### config.mk
export PLATFORM = sky130hd
export DESIGN_NAME = threshold_input_v5
export DESIGN_NICKNAME = d
export VERILOG_FILES = /design/src/rtl/threshold_input_v5.sv
export SDC_FILE = /design/constraint.sdc
export NUM_CORES = 1
export LEC_CHECK = 0
export ABC_AREA = 1
export BUFFER_PORTS_ARGS = -buffer_cell sky130_fd_sc_hd__buf_2
export CORE_ASPECT_RATIO = 2
export CORE_MARGIN = 2
export CORE_UTILIZATION = 55
export CTS_BUF_LIST = sky130_fd_sc_hd__clkbuf_4
export DETAILED_ROUTE_END_ITERATION = 10
export PLACE_DENSITY = 0.73
export SYNTH_ARGS = -nofsm -noshare
export SYNTH_HDL_FRONTEND = slang
export SYNTH_SLANG_ARGS = --single-unit
### constraint.sdc
create_clock -name clk -period 6 [get_ports clk]
set_input_delay 0.6 -clock clk [delete_from_list [all_inputs] [get_ports clk]]
set_output_delay 0.6 -clock clk [all_outputs]
set_load 0.02 [all_outputs]
### src/rtl/threshold_input_v5.sv
// Debounced up/down/select buttons driving NUM_CH saturating threshold registers with auto-repeat.
// Latency: raw press to new threshold in DEBOUNCE_CYCLES+3 clocks; no flow control, every press event is taken.
module threshold_input_v5 #(
  parameter int WIDTH           = 8,
  parameter int NUM_CH          = 2,
  parameter int STEP            = 2,
  parameter int MIN             = 2,
  parameter int MAX             = 254,
  parameter int INIT            = 12,
  parameter int DEBOUNCE_CYCLES = 50000,
  parameter int REPEAT_DELAY    = 25000000,
  parameter int REPEAT_PERIOD   = 5000000,
  localparam int SELW           = (NUM_CH > 1) ? $clog2(NUM_CH) : 1
) (
  input  logic                    clk,
  input  logic                    resetn,
  input  logic                    button_up,
  input  logic                    button_down,
  input  logic                    button_sel,
  output logic [NUM_CH*WIDTH-1:0] threshold_flat,
  output logic [WIDTH-1:0]        threshold,
  output logic [SELW-1:0]         ch_sel,
  output logic                    changed
);

  localparam int DCW  = $clog2(DEBOUNCE_CYCLES + 1);
  localparam int HMAX = (REPEAT_DELAY > REPEAT_PERIOD) ? REPEAT_DELAY : REPEAT_PERIOD;
  localparam int HCW  = $clog2(HMAX + 1);

  localparam logic [DCW-1:0]   DB_LAST     = DCW'(DEBOUNCE_CYCLES - 1);
  localparam logic [HCW-1:0]   DELAY_LAST  = HCW'(REPEAT_DELAY - 1);
  localparam logic [HCW-1:0]   PERIOD_LAST = HCW'(REPEAT_PERIOD - 1);
  localparam logic [WIDTH:0]   STEP_W      = (WIDTH + 1)'(STEP);
  localparam logic [WIDTH:0]   MIN_W       = (WIDTH + 1)'(MIN);
  localparam logic [WIDTH:0]   MAX_W       = (WIDTH + 1)'(MAX);
  localparam logic [WIDTH-1:0] STEP_V      = WIDTH'(STEP);
  localparam logic [WIDTH-1:0] MIN_V       = WIDTH'(MIN);
  localparam logic [WIDTH-1:0] MAX_V       = WIDTH'(MAX);
  localparam logic [WIDTH-1:0] INIT_V      = WIDTH'(INIT);
  localparam logic [SELW-1:0]  SEL_LAST    = SELW'(NUM_CH - 1);

  typedef enum logic [1:0] {IDLE, DELAY, REPEAT} state_t;

  // Bit order in the button vectors: 0 = up, 1 = down, 2 = select.
  logic [2:0]     raw, sync1, sync2, db, db_q, armed, press;
  logic [DCW-1:0] dcnt [3];

  assign raw = {button_sel, button_down, button_up};

  // Synchronisers come out of reset at 1 and a button is only armed once it has been
  // seen released, so a button held across reset never yields a press event.
  always_ff @(posedge clk or negedge resetn) begin
    if (!resetn) begin
      sync1 <= '1;
      sync2 <= '1;
      db    <= '0;
      db_q  <= '0;
      armed <= '0;
      for (int i = 0; i < 3; i++) dcnt[i] <= '0;
    end else begin
      sync1 <= raw;
      sync2 <= sync1;
      db_q  <= db;
      armed <= armed | (~sync2 & ~db);
      for (int i = 0; i < 3; i++) begin
        if (sync2[i] == db[i]) begin
          dcnt[i] <= '0;
        end else if (dcnt[i] == DB_LAST) begin
          db[i]   <= sync2[i];
          dcnt[i] <= '0;
        end else begin
          dcnt[i] <= dcnt[i] + DCW'(1);
        end
      end
    end
  end

  assign press = db & ~db_q & armed;

  state_t         state, state_nx;
  logic           dir_up, dir_up_nx;
  logic [HCW-1:0] hold, hold_nx;
  logic           step, step_up;
  logic           both, dir_held;

  assign both     = db[0] & db[1];
  assign dir_held = dir_up ? db[0] : db[1];

  always_ff @(posedge clk or negedge resetn) begin
    if (!resetn) begin
      state  <= IDLE;
      dir_up <= 1'b0;
      hold   <= '0;
    end else begin
      state  <= state_nx;
      dir_up <= dir_up_nx;
      hold   <= hold_nx;
    end
  end

  always_comb begin
    state_nx  = state;
    dir_up_nx = dir_up;
    hold_nx   = hold;
    step      = 1'b0;
    step_up   = dir_up;
    case (state)
      IDLE: begin
        if ((press[0] | press[1]) && (db[0] ^ db[1])) begin
          step      = 1'b1;
          step_up   = db[0];
          dir_up_nx = db[0];
          hold_nx   = '0;
          state_nx  = DELAY;
        end
      end
      DELAY, REPEAT: begin
        // Release wins over a step falling due in the same cycle.
        if (both || !dir_held) begin
          state_nx = IDLE;
          hold_nx  = '0;
        end else if (hold == ((state == DELAY) ? DELAY_LAST : PERIOD_LAST)) begin
          step     = 1'b1;
          hold_nx  = '0;
          state_nx = REPEAT;
        end else begin
          hold_nx = hold + HCW'(1);
        end
      end
      default: state_nx = IDLE;
    endcase
  end

  logic [NUM_CH-1:0][WIDTH-1:0] chan;
  logic [WIDTH-1:0]             cur, nxt;
  logic [WIDTH:0]               sum;

  always_comb begin
    cur = chan[ch_sel];
    sum = {1'b0, cur} + STEP_W;
    nxt = cur;
    if (step_up) nxt = (sum > MAX_W) ? MAX_V : sum[WIDTH-1:0];
    else         nxt = ({1'b0, cur} < (MIN_W + STEP_W)) ? MIN_V : (cur - STEP_V);
  end

  always_ff @(posedge clk or negedge resetn) begin
    if (!resetn) begin
      chan    <= {NUM_CH{INIT_V}};
      ch_sel  <= '0;
      changed <= 1'b0;
    end else begin
      changed <= step && (nxt != cur);
      if (step) chan[ch_sel] <= nxt;
      if (press[2]) ch_sel <= (ch_sel == SEL_LAST) ? '0 : ch_sel + SELW'(1);
    end
  end

  assign threshold_flat = chan;
  assign threshold      = cur;

endmodule

==> run summary, run 1 <==
Status -> finished clean
Die height -> 149 um
Max FO, Critical Path -> 18
WP data required -> 6350 ps
# port buffers -> 30
# setup viols final -> 0
Clock transition at the registers of the reported paths -> 160 ps
Chip Width -> 76.5 um
CTS Hold Buffers Added -> 0
Post-Synth XOR/XNOR Area -> 3.34%
Global routing usage on met3 -> 3.63%
IO Pins -> 31
Crit Path Category -> flip-flop to flip-flop
Post-layout util -> 59.7%
Met1 Usage GRT -> 25.9%
Mean Syn Cell Area -> 8.00 um^2
Syn. warnings -> 0
Post-synth EDFFs -> 0
Simple-Gate Fraction of Synth Area -> 28.6%
Worst hold path class -> input port to asynchronous set/reset pin
Grt peak-use layer -> met2
Via count -> 4,689
Top cells by area, synth -> dfrtp_1 (43%), nand2_1 (9.4%), inv_1 (6.1%), nor2_1 (5.8%), dfstp_2 (4.5%)
Area Growth Syn to Fin -> 6.87%
Setup TNS -> 0 ps
Tcrit/Tclk final -> 50.0%
Layout cell share with drive strength beyond 1 -> 11.3%
Final nets -> 775
F_max -> 0.334 GHz
Post-DRT Antenna Nets -> 0
Most common cell after layout, fill and taps aside -> nand2_1
Post-route minimum period -> 3000 ps
Setup Skew -> 25.0 ps
# Post-CTS Setup Buffers -> 0
DR WL/cell -> 12.1 um
Yosys cell types -> 44
Share of the synthesized area in the top cell type -> 42.9%
RSZ-0062 raised after global routing -> false
Asr flop ratio synth -> 100%
Compound-gate portion of the synthesized area -> 10.2%
Post-DP HPWL -> 7910 um
Tot GR Track Use -> 20.8%
GRT overflow -> 0
Post-Synth Adder-Cell Area -> 3.03%
Vias per cell -> 5.22
Post-Syn Nets -> 741
Max-cap violations -> 0
Worst setup SP type -> flip-flop
Reg area -> 2740 um^2
Crit end category -> flip-flop
Final Cell Area -> 6170 um^2
Final Power -> 1.11 mW
Worst Max-Slew Pin Slew -> 711 ps
Drt drc -> 0
Clock Path Buffers -> 2
Main combinational cell family by area after synthesis -> simple AND/OR/NAND/NOR gates
Antenna violations before repair -> 1
Largest net degree at the start of global routing -> 59
Layout Cells excl Fill -> 899
Std cell rows -> 53
Vias in the first global route -> 4,522
Seq/Total Area, Yosys -> 47.4%
Prevailing post-synth register cell -> dfrtp_1
Gpl congestion -> 0.932
Max VDD drop -> 0.000180 V
Synth Instances -> 722
Clock Latency Late Sink -> 460 ps
Cell Area, Placed -> 6060 um^2
First-pass GRT wire length -> 19,400 um
Slew margin rel. -> 52.6%
CTS sink count -> 109
Yosys reg bits -> 109
Hold Vio Cnt, Final -> 0
Clk root buf -> clkbuf_4
CTS buffer count -> 9
Commonest non-fill, non-tap cells in the layout -> nand2_1 (144), dfrtp_1 (99), inv_1 (94)
Mux share of post-synthesis cell area -> 0%
Final WL -> 10,900 um
Max-slew violations -> 0
Initial core utilization -> 55.8%
Core Box Area -> 10,300 um^2
Leakage -> 2.91 nW
Multi-input logic area -> 2610 um^2
GR Util met2 -> 36.2%
Number of DRC markers in iteration 0 -> 449
Post-synth top area cell -> dfrtp_1
H-tree Lvls -> 3
Pwr dens -> 180 nW/um^2
PostCTS Resize Cnt -> 0
CTS tree -> yes
Syn Std Cell Area -> 5780 um^2
Placed Cells -> 882
Crit path DAT -> 3350 ps
Initial DRT Pass Iterations -> 7
Fill cell count -> 980
Die area -> 11,400 um^2
synth_stat cells (2+ instances only):
library cell and count:
a211oi_1 2, xor2_1 17, buf_6 2, a21oi_1 40, nand4_1 10, clkbuf_1 3
nand2_1 144, nor3b_1 13, nor2_1 90, dfrtp_1 99, nand2_2 5, inv_2 4
nor3_1 22, o31ai_1 2, nor2_2 2, nand2_4 3, inv_1 94, nand3_1 47
o21ai_2 3, ha_1 14, dfstp_2 10, and3_1 5, o21ai_1 10, nor3_2 4
o21ai_0 44, buf_2 2, nor4_1 7, xnor2_1 5, or2_2 4
layer usage:
layer  part of all wire (%)  up-vias  wire (um)
li1                       -     2419          -
met1                     45     2167       4930
met2                     50       83       5410
met3                    2.8       20        301
met4                    2.1        0        228
met5                      0        -          0
cells by family after synthesis:
kind of cell,Yosys count
AND/OR/NAND/NOR,361
flip-flops,109
AO/OA/AOI/OAI,108
buffers and inverters,108
XOR/XNOR,22
adder cells (fa/ha/maj),14
area by class of cell:
class,instances,share of cell area [%]
flip-flops and latches,109,44.4
multi-input cells,505,42.2
inverters,100,6.10
clock buffers,9,1.09
diodes,1,0.0405
well taps,137,2.78
repair buffers,31,2.59
clock inverters,7,0.750
state kept, by name, summed over array words and instances (netlist names):
signal / count
hold: 25
dcnt: 48
threshold_flat: 16
ch_sel: 1
db: 3
sync2: 3
changed: 1
db_q: 3
armed: 3
dir_up: 1
sync1: 3
state: 2
power by group:
group	switching (mW)	internal, mW	total (mW)
clock network	0.244	0.0867	0.330
logic	0.0249	0.00825	0.0331
registers	0.00422	0.744	0.748
through the flow:
step | worst slack, ps | hold slack, ps
CTS | 3020 | 179
global placement | 3160 | 347
finish | 3000 | 168
detailed placement | 3060 | 347
global route | 2590 | 159
floorplan | 3470 | 304
critical path, cell delays in order, from the launching register on:
cell and delay, ps:
dfrtp_1 810, clkinv_2 260, nand2_1 110, nand2_1 160
inv_1 180, ha_1 280, nand3_1 90, nor2_1 50
nor2_1 110, nand2_1 60, nor2_1 120, nand2_2 80
nand3_1 90, nand2_1 90, nand2_1 70, nand2_1 50
nor2_1 90, nand3_1 90, nand2_1 70, inv_1 30
final timing paths:
kind                       cells past startpoint       start  slack [ps]            endpoint
min reg2reg                                    0    sync1[0]         370            sync2[0]
max reg2reg                                   19      ch_sel        3000             changed
max                                           19      ch_sel        3000             changed
max in group asynchronous                      2      resetn        4720             hold[4]
min                                            1      resetn         170  threshold_flat[15]
min in group clk                               1  button_sel         210            sync1[2]
Power figures use the tool's default switching activity.
==> run 2, diff against run 1 <==
==> constraint.sdc (replaced) <==
create_clock -name clk -period 3.1 [get_ports clk]
set_input_delay 0.31 -clock clk [delete_from_list [all_inputs] [get_ports clk]]
set_output_delay 0.31 -clock clk [all_outputs]
set_load 0.02 [all_outputs]
==> run summary, run 2 (same netlist as run 1, synthesis figures left out) <==
Post-DRT Antenna Nets -> 0 (unchanged)
Commonest non-fill, non-tap cells in the layout -> nand2_1 (144), dfrtp_1 (99), inv_1 (94) (unchanged)
Number of DRC markers in iteration 0 -> 294 (was 449)
Vias in the first global route -> 4,432 (was 4,522)
Post-route minimum period -> 2780 ps (was 3000 ps)
Die height -> 149 um (unchanged)
Biggest register -> dcnt (unchanged)
CP max stage cell -> dfrtp_1 (unchanged)
Chip Width -> 76.5 um (unchanged)
WP data required -> 3490 ps (was 6350 ps)
Drt drc -> 0 (unchanged)
Worst setup SP type -> flip-flop (unchanged)
Max-slew violations -> 0 (unchanged)
Grt peak-use layer -> met2 (unchanged)
Core Box Area -> 10,300 um^2 (unchanged)
Max-cap violations -> 0 (unchanged)
Crit path DAT -> 3160 ps (was 3350 ps)
Initial core utilization -> 55.8% (unchanged)
Clk root buf -> clkbuf_4 (unchanged)
Vias per cell -> 5.19 (was 5.22)
Tcrit/Tclk final -> 89.5% (was 50.0%)
Initial DRT Pass Iterations -> 4 (was 7)
Crit Path Category -> flip-flop to flip-flop (unchanged)
Leakage -> 2.96 nW (was 2.91 nW)
CTS buffer count -> 9 (unchanged)
Max FFs per register -> 48 (unchanged)
Final WL -> 10,900 um (about the same)
Tot GR Track Use -> 20.7% (was 20.8%)
H-tree Lvls -> 3 (unchanged)
GRT overflow -> 0 (unchanged)
Max VDD drop -> 0.000292 V (was 0.000180 V)
Worst hold path class -> flip-flop to flip-flop (was input port to asynchronous set/reset pin)
Post-layout util -> 60.6% (was 59.7%)
Met1 Usage GRT -> 26.9% (was 25.9%)
RSZ-0062 raised after global routing -> false (unchanged)
Std cell rows -> 53 (unchanged)
Most common cell after layout, fill and taps aside -> nand2_1 (unchanged)
# port buffers -> 30 (unchanged)
Antenna violations before repair -> 1 (unchanged)
Hold_ws -> 368 ps (was 168 ps)
# setup viols final -> 0 (unchanged)
Slew margin rel. -> 52.4% (was 52.6%)
First-pass GRT wire length -> 19,400 um (about the same)
Global routing usage on met3 -> 2.91% (was 3.63%)
Clock Latency Late Sink -> 460 ps (about the same)
DR WL/cell -> 12.0 um (was 12.1 um)
Layout cell share with drive strength beyond 1 -> 11.8% (was 11.3%)
Via count -> 4,706 (was 4,689)
IO Pins -> 31 (unchanged)
Clock transition at the registers of the reported paths -> 170 ps (was 160 ps)
Post-DP HPWL -> 8150 um (was 7910 um)
Largest net degree at the start of global routing -> 59 (unchanged)
Hold Vio Cnt, Final -> 0 (unchanged)
Max FO, Critical Path -> 14 (was 18)
Status -> finished clean (unchanged)
Die area -> 11,400 um^2 (unchanged)
Worst-path cell chain -> inv_1, ha_1, xor2_1, nor4_1, nand3_1, nor2_1, nand3_1, a21oi_2, nand2_1, inv_1, nand2_1, o21ai_0 (was clkinv_2, nand2_1, nand2_1, inv_1, ha_1, nand3_1, nor2_1, nor2_1, nand2_1, nor2_1, nand2_2, nand3_1, nand2_1, nand2_1, nand2_1, nor2_1, nand3_1, nand2_1, inv_1)
CTS tree -> yes (unchanged)
Crit end category -> flip-flop (unchanged)
PostCTS Resize Cnt -> 0 (unchanged)
F_max -> 0.360 GHz (was 0.334 GHz)
Fill cell count -> 968 (was 980)
Pwr dens -> 352 nW/um^2 (was 180 nW/um^2)
Clock Path Buffers -> 2 (unchanged)
Final nets -> 782 (was 775)
Setup Skew -> 21.2 ps (was 25.0 ps)
Setup TNS -> 0 ps (unchanged)
Reg area -> 2740 um^2 (unchanged)
Final Power -> 2.21 mW (was 1.11 mW)
CTS sink count -> 109 (unchanged)
Gpl congestion -> 0.884 (was 0.932)
Critical path's largest stage delay -> 450 ps (was 810 ps)
GR Util met2 -> 36.0% (was 36.2%)
Worst Max-Slew Pin Slew -> 713 ps (was 711 ps)
Multi-input logic area -> 2610 um^2 (unchanged)
Area Growth Syn to Fin -> 8.58% (was 6.87%)
run 2: cell types whose count changed in the layout (fill, tap and decap cells not counted), sizes merged:
| cell | before | now |
|---|---|---|
| buf | 31 | 34 |
| dlygate4sd3 | 0 | 4 |
| clkinvlp | 1 | 0 |
| clkinv | 5 | 4 |
| inv | 101 | 102 |
| clkbuf | 9 | 10 |
run 2: power breakdown:
group	internal, mW	switching [mW]	leakage (nW)
clock network	0.198	0.492	0.0767
logic	0.0211	0.0491	1.42
registers	1.44	0.00812	1.46
run 2: worst max-delay path: cells and delay by family (launching register included):
family                     cells  cell delay [ps]
buffers and inverters          2              310
and+or+nand+nor                6             1130
adders and majority gates      1              430
xor gates and xnor gates       1              120
DFF                            1              450
AOI/OAI and AO/OA              2              270
run 2: final cells by class:
| type | instances | area share [%] |
|---|---|---|
| flip-flops and latches | 109 | 43.7 |
| multi-input cells | 505 | 41.6 |
| inverters | 100 | 6.01 |
| repair buffers | 38 | 3.75 |
| well taps | 137 | 2.73 |
| clock buffers | 10 | 1.20 |
| clock inverters | 6 | 0.998 |
| diodes | 1 | 0.0399 |
run 2: repair_timing:
action                                 in CTS  in global routing
buffers inserted                            0                  0
endpoints found under the hold margin      51                  0
hold buffers                                4                  0
run 2: path summary, 6_finish.rpt:
kind | from | endpoint | slack (ps) | cells past startpoint
worst max register to register | state[1] | threshold_flat[3] | 320 | 12
worst min register to register | sync1[0] | sync2[0] | 370 | 0
max in group asynchronous | resetn | sync2[2] | 1910 | 3
worst min-delay path | sync1[0] | sync2[0] | 370 | 0
min in group asynchronous | resetn | threshold_flat[7] | 410 | 2
worst max-delay path | state[1] | threshold_flat[3] | 320 | 12
run 2: stage by stage:
step	instances	setup WS, ps	instance area [um^2]
6_report	906	325	6270
5_1_grt	906	75.4	6270
4_1_cts	905	302	6270
3_5_place_dp	885	345	6090
3_3_place_gp	885	413	6090
2_1_floorplan	722	567	5780
run 2: per-layer routing:
metal	share of wire, %	vias to the layer above	wire (um)
met2	51	59	5490
met1	46	2202	4990
met3	2.1	9	231
met5	0	-	0
met4	1.4	0	149
li1	-	2436	-
